File: src/rtl/draw_sprite.sv
// Sprite overlay stage: draws a ROM bitmap over the background at a frame-latched position.
// Ports: pclk/rst; xpos/ypos/mirror/enable request; timing bus + rgb_in in; rom_addr/rom_data; delayed timing bus + rgb_out.
module draw_sprite #(
    parameter int          SPR_W     = 48,
    parameter int          SPR_H     = 64,
    parameter int          ADDR_XW   = 6,
    parameter int          ADDR_YW   = 6,
    parameter int          ROM_LAT   = 1,
    parameter int          KEY_EN    = 1,
    parameter logic [11:0] KEY_COLOR = 12'hF0F
) (
    input  logic                       pclk,
    input  logic                       rst,
    input  logic [11:0]                xpos,
    input  logic [11:0]                ypos,
    input  logic                       mirror,
    input  logic                       enable,
    input  logic [10:0]                hcount_in,
    input  logic [10:0]                vcount_in,
    input  logic                       hsync_in,
    input  logic                       vsync_in,
    input  logic                       hblnk_in,
    input  logic                       vblnk_in,
    input  logic [11:0]                rgb_in,
    output logic [ADDR_XW+ADDR_YW-1:0] rom_addr,
    input  logic [11:0]                rom_data,
    output logic [10:0]                hcount_out,
    output logic [10:0]                vcount_out,
    output logic                       hsync_out,
    output logic                       vsync_out,
    output logic                       hblnk_out,
    output logic                       vblnk_out,
    output logic [11:0]                rgb_out
);

    localparam int L  = ROM_LAT + 2;
    localparam int D  = ROM_LAT + 1;
    localparam int TW = 26;
    localparam int AW = ADDR_XW + ADDR_YW;

    // Frame-latched sprite request
    logic        vs_prev_q;
    logic [11:0] x_l_q, y_l_q;
    logic        mir_l_q, en_l_q;
    logic        vs_rise;

    assign vs_rise = vsync_in && !vs_prev_q;

    always_ff @(posedge pclk) begin
        if (rst) begin
            vs_prev_q <= 1'b0;
            x_l_q     <= '0;
            y_l_q     <= '0;
            mir_l_q   <= 1'b0;
            en_l_q    <= 1'b0;
        end else begin
            vs_prev_q <= vsync_in;
            if (vs_rise) begin
                x_l_q   <= xpos;
                y_l_q   <= ypos;
                mir_l_q <= mirror;
                en_l_q  <= enable;
            end
        end
    end

    // Hit test and address; 13 bits so a box past the counter range clips
    logic [12:0]   h13, v13, x_lo, x_hi, y_lo, y_hi, dx, dy, col;
    logic          hit;
    logic [AW-1:0] rom_addr_d, rom_addr_q;

    always_comb begin
        h13  = {2'b00, hcount_in};
        v13  = {2'b00, vcount_in};
        x_lo = {1'b0, x_l_q};
        y_lo = {1'b0, y_l_q};
        x_hi = x_lo + 13'(SPR_W);
        y_hi = y_lo + 13'(SPR_H);
        hit  = en_l_q && !hblnk_in && !vblnk_in
            && (h13 >= x_lo) && (h13 < x_hi)
            && (v13 >= y_lo) && (v13 < y_hi);
        dx   = h13 - x_lo;
        dy   = v13 - y_lo;
        col  = mir_l_q ? (13'(SPR_W - 1) - dx) : dx;
        rom_addr_d = '0;
        if (hit) begin
            rom_addr_d = {dy[ADDR_YW-1:0], col[ADDR_XW-1:0]};
        end
    end

    logic unused_bits;
    assign unused_bits = ^{dy[12:ADDR_YW], col[12:ADDR_XW]};

    always_ff @(posedge pclk) begin
        if (rst) begin
            rom_addr_q <= '0;
        end else begin
            rom_addr_q <= rom_addr_d;
        end
    end

    assign rom_addr = rom_addr_q;

    // Timing bus delayed by the full latency
    logic [TW-1:0] tpipe_q [L];
    // {hit, rgb_in} delayed to line up with rom_data
    logic [12:0]   dpipe_q [D];

    always_ff @(posedge pclk) begin
        if (rst) begin
            for (int i = 0; i < L; i++) begin
                tpipe_q[i] <= '0;
            end
            for (int i = 0; i < D; i++) begin
                dpipe_q[i] <= '0;
            end
        end else begin
            tpipe_q[0] <= {hcount_in, vcount_in, hsync_in,
                           vsync_in, hblnk_in, vblnk_in};
            for (int i = 1; i < L; i++) begin
                tpipe_q[i] <= tpipe_q[i-1];
            end
            dpipe_q[0] <= {hit, rgb_in};
            for (int i = 1; i < D; i++) begin
                dpipe_q[i] <= dpipe_q[i-1];
            end
        end
    end

    assign {hcount_out, vcount_out, hsync_out,
            vsync_out, hblnk_out, vblnk_out} = tpipe_q[L-1];

    // Composite: sprite pixel unless it matches the colour key
    logic        hit_d, keyed;
    logic [11:0] rgb_in_d, rgb_d, rgb_q;

    always_comb begin
        hit_d    = dpipe_q[D-1][12];
        rgb_in_d = dpipe_q[D-1][11:0];
        keyed    = (KEY_EN != 0) && (rom_data == KEY_COLOR);
        rgb_d    = rgb_in_d;
        if (hit_d && !keyed) begin
            rgb_d = rom_data;
        end
    end

    always_ff @(posedge pclk) begin
        if (rst) begin
            rgb_q <= '0;
        end else begin
            rgb_q <= rgb_d;
        end
    end

    assign rgb_out = rgb_q;

endmodule

File: config.mk
export PLATFORM = sky130hd
export DESIGN_NAME = draw_sprite
export DESIGN_NICKNAME = d
export VERILOG_FILES = /design/src/rtl/draw_sprite.sv
export SDC_FILE = /design/constraint.sdc
export NUM_CORES = 1
export LEC_CHECK = 0
export BUFFER_PORTS_ARGS = -buffer_cell sky130_fd_sc_hd__buf_4
export CELL_PAD_IN_SITES_DETAIL_PLACEMENT = 1
export CELL_PAD_IN_SITES_GLOBAL_PLACEMENT = 1
export CORE_MARGIN = 8
export CORE_UTILIZATION = 44
export DETAILED_ROUTE_END_ITERATION = 10
export GPL_TIMING_DRIVEN = 0
export PLACE_DENSITY_LB_ADDON = 0.1
export RECOVER_POWER = 50
export SKIP_CTS_REPAIR_TIMING = 1
export SYNTH_ARGS = -nofsm -noshare
export SYNTH_HDL_FRONTEND = slang
export SYNTH_SLANG_ARGS = --single-unit
File: constraint.sdc
create_clock -name pclk -period 5.2 [get_ports pclk]
set_clock_uncertainty 0.15 [all_clocks]
set_input_delay 0.78 -clock pclk [delete_from_list [all_inputs] [get_ports pclk]]
set_output_delay 0.78 -clock pclk [all_outputs]
set_load 0.02 [all_outputs]
; ---- Yosys cells after proc, flatten, opt, wreduce, memory -nomap -nowiden
; Memory sizes are Yosys's and may differ from the RTL's.
; Cells that the tools add are included.
; W data, S select, Z words.
[op_classes]
reduce_logical = 13
n_addsub = 5
n_eq_ne = 1
n_mux = 10
order_cmp = 4
n_bitwise = 6
[ops]
columns = operator, n
row1 = $mux W26, 3
row2 = $lt A11 B13 Y1, 2
row3 = $mux W13, 2
row4 = $ge A11 B12 Y1, 2
row5 = $add A12 B6 Y13 const B, 1
row6 = $add A12 B7 Y13 const B, 1
row7 = $eq A12 B12 Y1 const B, 1
row8 = $mux W12, 1
row9 = $sub A6 B6 Y6, 2
row10 = $logic_and A1 B1 Y1, 8
row11 = $mux W6, 1
row12 = $sub A6 B6 Y6 const A, 1
row13 = $or A1 B1 Y1, 5
row14 = $logic_not A1 Y1, 4
row15 = $mux W1, 3
row16 = $reduce_or A2 Y1, 1
row17 = $not A1 Y1, 1
[totals]
reg_bits = 51
wordCells = 48
ramBits = 104
memories = 2
in_bits = 78
out_inout_bits = 50
[memory_table]
columns = memory, words, word_bits, read_ports, rd_clocked_by_memory_dff, wr, line_no
row1 = tpipe_q, 3, 26, 3, 0, 3, 105  ; logic [TW-1:0] tpipe_q [L];
row2 = dpipe_q, 2, 13, 2, 0, 2, 107  ; logic [12:0] dpipe_q [D];

; ---- Depth between registers and ports, before layout
[depth]
word_depth = 9
mapped_depth = 12
depth_no_buf = 12

; ---- Worst setup path before layout
; OpenSTA, ideal clock, no wires.
[synth_timing]
path_type = input-to-reg
startpoint = input vcount_in[0]
endpoint = register rom_addr_q[7] (netlist: rom_addr[7])
path_stages = 11
setup_ns = 0.115
n_path_buf = 0
t_arrival_ns = 2.394
t_required_ns = 4.935
setup_slack_ns = 2.541
cell_sequence = inv_1 ha_1 inv_1 fa_1 a21oi_1 o211ai_1 a211oi_1 a2111oi_4 nand3_2 inv_1 and2_1
[synth_via]
elab_chain_len = 5
word_cells_on_any_way = 7
cone_classes = add/sub (1) / order compare (2) / bitwise (1) / reduce/logical (3)
[synth_rtl]
columns = item, line_no
row1 = start: declaration, 19  ; input logic [10:0] vcount_in,
row2 = $ge A11 B12 Y1, 81  ; && (v13 >= y_lo) && (v13 < y_hi);
row3 = $logic_and A1 B1 Y1 (2 in series), 81
row4 = $not A1 Y1 (no line), -
row5 = $reduce_or A2 Y1 (no line), -
row6 = end signal: assignment, 98  ; rom_addr_q <= rom_addr_d;
row7 = end: declaration, 70  ; logic [AW-1:0] rom_addr_d, rom_addr_q;
; Parallel ways exist; a longest one is shown, timed or not.
; A chain may end at the register's enable or synchronous reset.

; ---- Worst setup path in the final report
[layout_timing]
startpoint = register x_l_q[4]
endpoint = register rom_addr_q[5] (netlist: rom_addr[5])
[layout_via]
elab_chain_len = 7
word_cells_on_any_way = 12
cone_classes = add/sub (3) / order compare (2) / mux (1) / bitwise (1) / reduce/logical (5)
[layout_rtl]
columns = item, line_no
row1 = start: declaration, 43  ; logic [11:0] x_l_q, y_l_q;
row2 = start signal: assignment, 59  ; x_l_q <= xpos;
row3 = $add A12 B6 Y13 / $ge A11 B12 Y1 (equally long branches), "77, 80"
row4 = $lt A11 B13 Y1 / $logic_and A1 B1 Y1 (equally long branches), 80  ; && (h13 >= x_lo) && (h13 < x_hi)
row5 = $logic_and A1 B1 Y1, 80
row6 = $logic_and A1 B1 Y1 (2 in series), 81
row7 = $not A1 Y1 (no line), -
row8 = $reduce_or A2 Y1 (no line), -
; Parallel ways exist; a longest one is shown, timed or not.

==> out/metrics.csv <==
stage,metric,value,unit
floorplan,pin_count,128,
floorplan,die_area,17400,µm²
final_layout,fin_area,7650,µm²
critical_path,crit_path_frequent_cell,ha_1,
synth,synthAdderAreaFrac,8.29,%
route,first_iter_violations,118,
synth,postSynthCellCount,597,
floorplan,core,13200,µm²
route,wl_met2,7340,µm
pwr,p_leak,3.32,nW
critical_path,arrival,3000,ps
flow_run,cap_violations,0,
critical_path,r2r_setup_slack,2390,ps
critical_path,worst-path-buf-inv,2,
clock_network,htree_levels,4,
clock_network,clk_latency,420,ps
critical_path,cp_max_fo,10,
placed_design,pre_cts_slack,1970,ps
critical_path,worstSetupPathType,reg2reg,
global_routing,grt_pass1_vias,5007,
route,routedWlPerCell,16.1,µm
pwr,swShare,23.0,%
critical_path,crit_path_cell_trace,inv_1 -> ha_1 -> xor2_1 -> ha_1 -> a41oi_1 -> o21ai_0 -> a21o_1 -> o2111ai_1 -> nand3_2 -> buf_6 -> nor3b_2,
floorplan,die_w,132,µm
placed_design,place_hpwl,11900,µm
route,highest_layer,met4,
global_routing,grt_first_pass_wirelength,24900,µm
pwr,power.internal,2.14,mW
critical_path,r2r-end,rom_addr[5],
timing,drv_slew,0,
critical_path,crit_family,compound AO/OA/AOI/OAI gates,
synth,avgSynthCellArea,9.91,µm²
critical_path,cp.depth,11,
final_layout,drive_gt1_share,23.4,%
timing,worst_slew_pin_slew,627,ps
clock_network,clockRootBuffer,clkbuf_16,
synth,syn-num-nets,713,
clock_network,cts_made_buffers,17,
synth,muxShareOfSynthArea,1.69,%
synth,synth_xor_area_share,2.66,%
synth,netlist_area,5920,µm²
clock_network,path_clk_slew,60,ps
timing,period_minus_slack,2810,ps
pwr,power_frac_comb,10.6,%
pwr,p_switching,641,µW
timing,fin_setup_tns,0,ps
synth,ys_seq_elements,154,
synth,async_reset_ff_share,0,%
floorplan,die_h,132,µm
floorplan,start_util,44.9,%
critical_path,end_kind,flip-flop,
critical_path,required,5400,ps
route,met1_length,6530,µm
timing,hold_viol,0,
final_layout,finalNetCount,859,
synth,synth_top_family_by_area,simple AND/OR/NAND/NOR gates,
floorplan,row_count,42,
final_layout,multi_input_area,2450,µm²
timing,fin_ws,2390,ps
pwr,design_power_total,2.78,mW
clock_network,cts_tree,done,
global_routing,antenna_found_initial,0,
placed_design,dpl-instance-area,7090,µm²
final_layout,final_core_util,58.0,%
min_path,min_to,dpipe_q[0][18],
synth,ys_warn_count,0,
route,vias,4417,
timing,rsz0062_at_grt,false,
synth,ys_seq_area_share,52.1,%
placed_design,place_congestion,0.874,
final_layout,area_growth,29.3,%
final_layout,diodes,0,
critical_path,start_kind,flip-flop,
route,wl,15000,µm
pwr,ir_worst_vdd,0.204,mV
synth,synth-compound-area-share,8.90,%
timing,setup_viol,0,
route,drt-pass1-iter-count,4,
pwr,power_density,364,nW/µm²
critical_path,r2r-start,x_l_q[4],
global_routing,grt_usage,17.9,%
pwr,seqPwrFrac,44.8,%
placed_design,portBuffers,127,
clock_network,clock_path_buffers,2,
synth,synthDistinctLibCells,48,
global_routing,grt_max_degree,17,
synth,synth-simple-area-share,19.9,%
final_layout,final_cell_mix,"154 x dfxtp_1, 137 x buf_4, 104 x nor2b_1",
route,routed_via_density,4.74,
clock_network,cts.sinks,154,
outcome,status,finished clean,
min_path,holdPathStages,1,
route,wl_met3,761,µm
critical_path,slowest_stage,dfxtp_1,
timing,fin_crit_sh,53.9,%
synth,ys.flop_type,dfxtp_1,
timing,slew_headroom,58.2,%
global_routing,grt_overflow_total,0,
critical_path,cpPeakStageDelay,450,ps
synth,synth_edf_count,0,
route,antenna_violating_nets_post_route,0,
route,drc,0,
final_layout,final_common_cell,dfxtp_1,
min_path,hold_start,dpipe_q[0][5],
pwr,power_frac_clock,44.6,%
final_layout,regArea,3080,µm²
min_path,hp-class,reg2reg,
final_layout,fill_cells,1493,
critical_path,reg2regPathDepth,11,
timing,fmax,356,MHz
[power groups by stage]
stage / logic [mW] / clock network, mW / registers (mW)
final: 0.295 / 1.24 / 1.25
after global routing: 0.326 / 1.33 / 1.25
after CTS: 0.299 / 1.27 / 1.25
after detailed placement: 0.296 / 0 / 1.27
after global placement: 0.281 / 0 / 1.27
after floorplan: 0.175 / 0 / 1.27
[layout make-up]
type                            instances  area share, %
Inverter                               32           1.57
Clock inverter                          8           1.37
Timing Repair Buffer                  127           11.9
Tap cell                              176           2.88
Buffer                                 46           3.45
Multi-Input combinational cell        365           32.0
Sequential cell                       154           40.3
Clock buffer                           24           6.56
[state kept, by name, summed over array words and instances, names as in the netlist]
signal	cells
mir_l_q	1
dpipe_q	26
en_l_q	1
rom_addr	12
y_l_q	12
rgb_out	12
tpipe_q	78
x_l_q	12
[per-stage QoR]
| stage | instances | hold WS (ps) |
|---|---|---|
| after detailed placement | 900 | 275 |
| final | 932 | 284 |
| after floorplan | 597 | 264 |
| after CTS | 932 | 287 |
| after global placement | 900 | 267 |
| after global routing | 932 | 306 |
[cell usage after synthesis (all sizes together) (2+ instances only)]
master	instances	area [µm²]
o31ai	3	22.5
mux2i	10	100
o211ai	2	15.0
o2111ai	3	26.3
nor2	26	97.6
clkbuf	21	78.8
nand2b	4	25.0
a41oi	2	17.5
nand2	63	236
fa	2	40.0
o31a	2	17.5
xnor2	15	131
nor2b	104	651
buf	25	185
o21a	7	52.6
ha	36	450
nor4	2	12.5
a211oi	5	42.5
a21oi	38	190
a311oi	2	17.5
o21ai	6	30.0
dfxtp	154	3080
xor2	3	26.3
nand4	4	31.3
and2	2	12.5
a21o	2	16.3
nand4b	3	26.3
inv	32	120
nor3	2	10.0
nand3	6	35.0
[logic make-up (layout without fill, tap and decap cells)]
family	after synthesis	in the layout
simple gates	220	220
compound gates	79	79
flops	154	154
fa+ha+maj	38	38
buf+inv	78	237
mux	10	10
xor+xnor	18	18
[worst max path at each step]
stage | end | start
floorplan | rom_addr[7] | vcount_in[0]
global placement | rom_addr[11] | vcount_in[0]
detailed placement | rom_addr[1] | vcount_in[0]
CTS | rom_addr[5] | x_l_q[4]
global route | rom_addr[5] | x_l_q[4]
finish | rom_addr[5] | x_l_q[4]
[per-layer routing]
layer | vias up | track usage [%]
li1 | 2222 | -
met1 | 2063 | 20.0
met2 | 103 | 31.0
met3 | 29 | 5.26
met4 | 0 | 7.91
met5 | - | 0
Note: power is estimated with default switching activity, not from simulation.
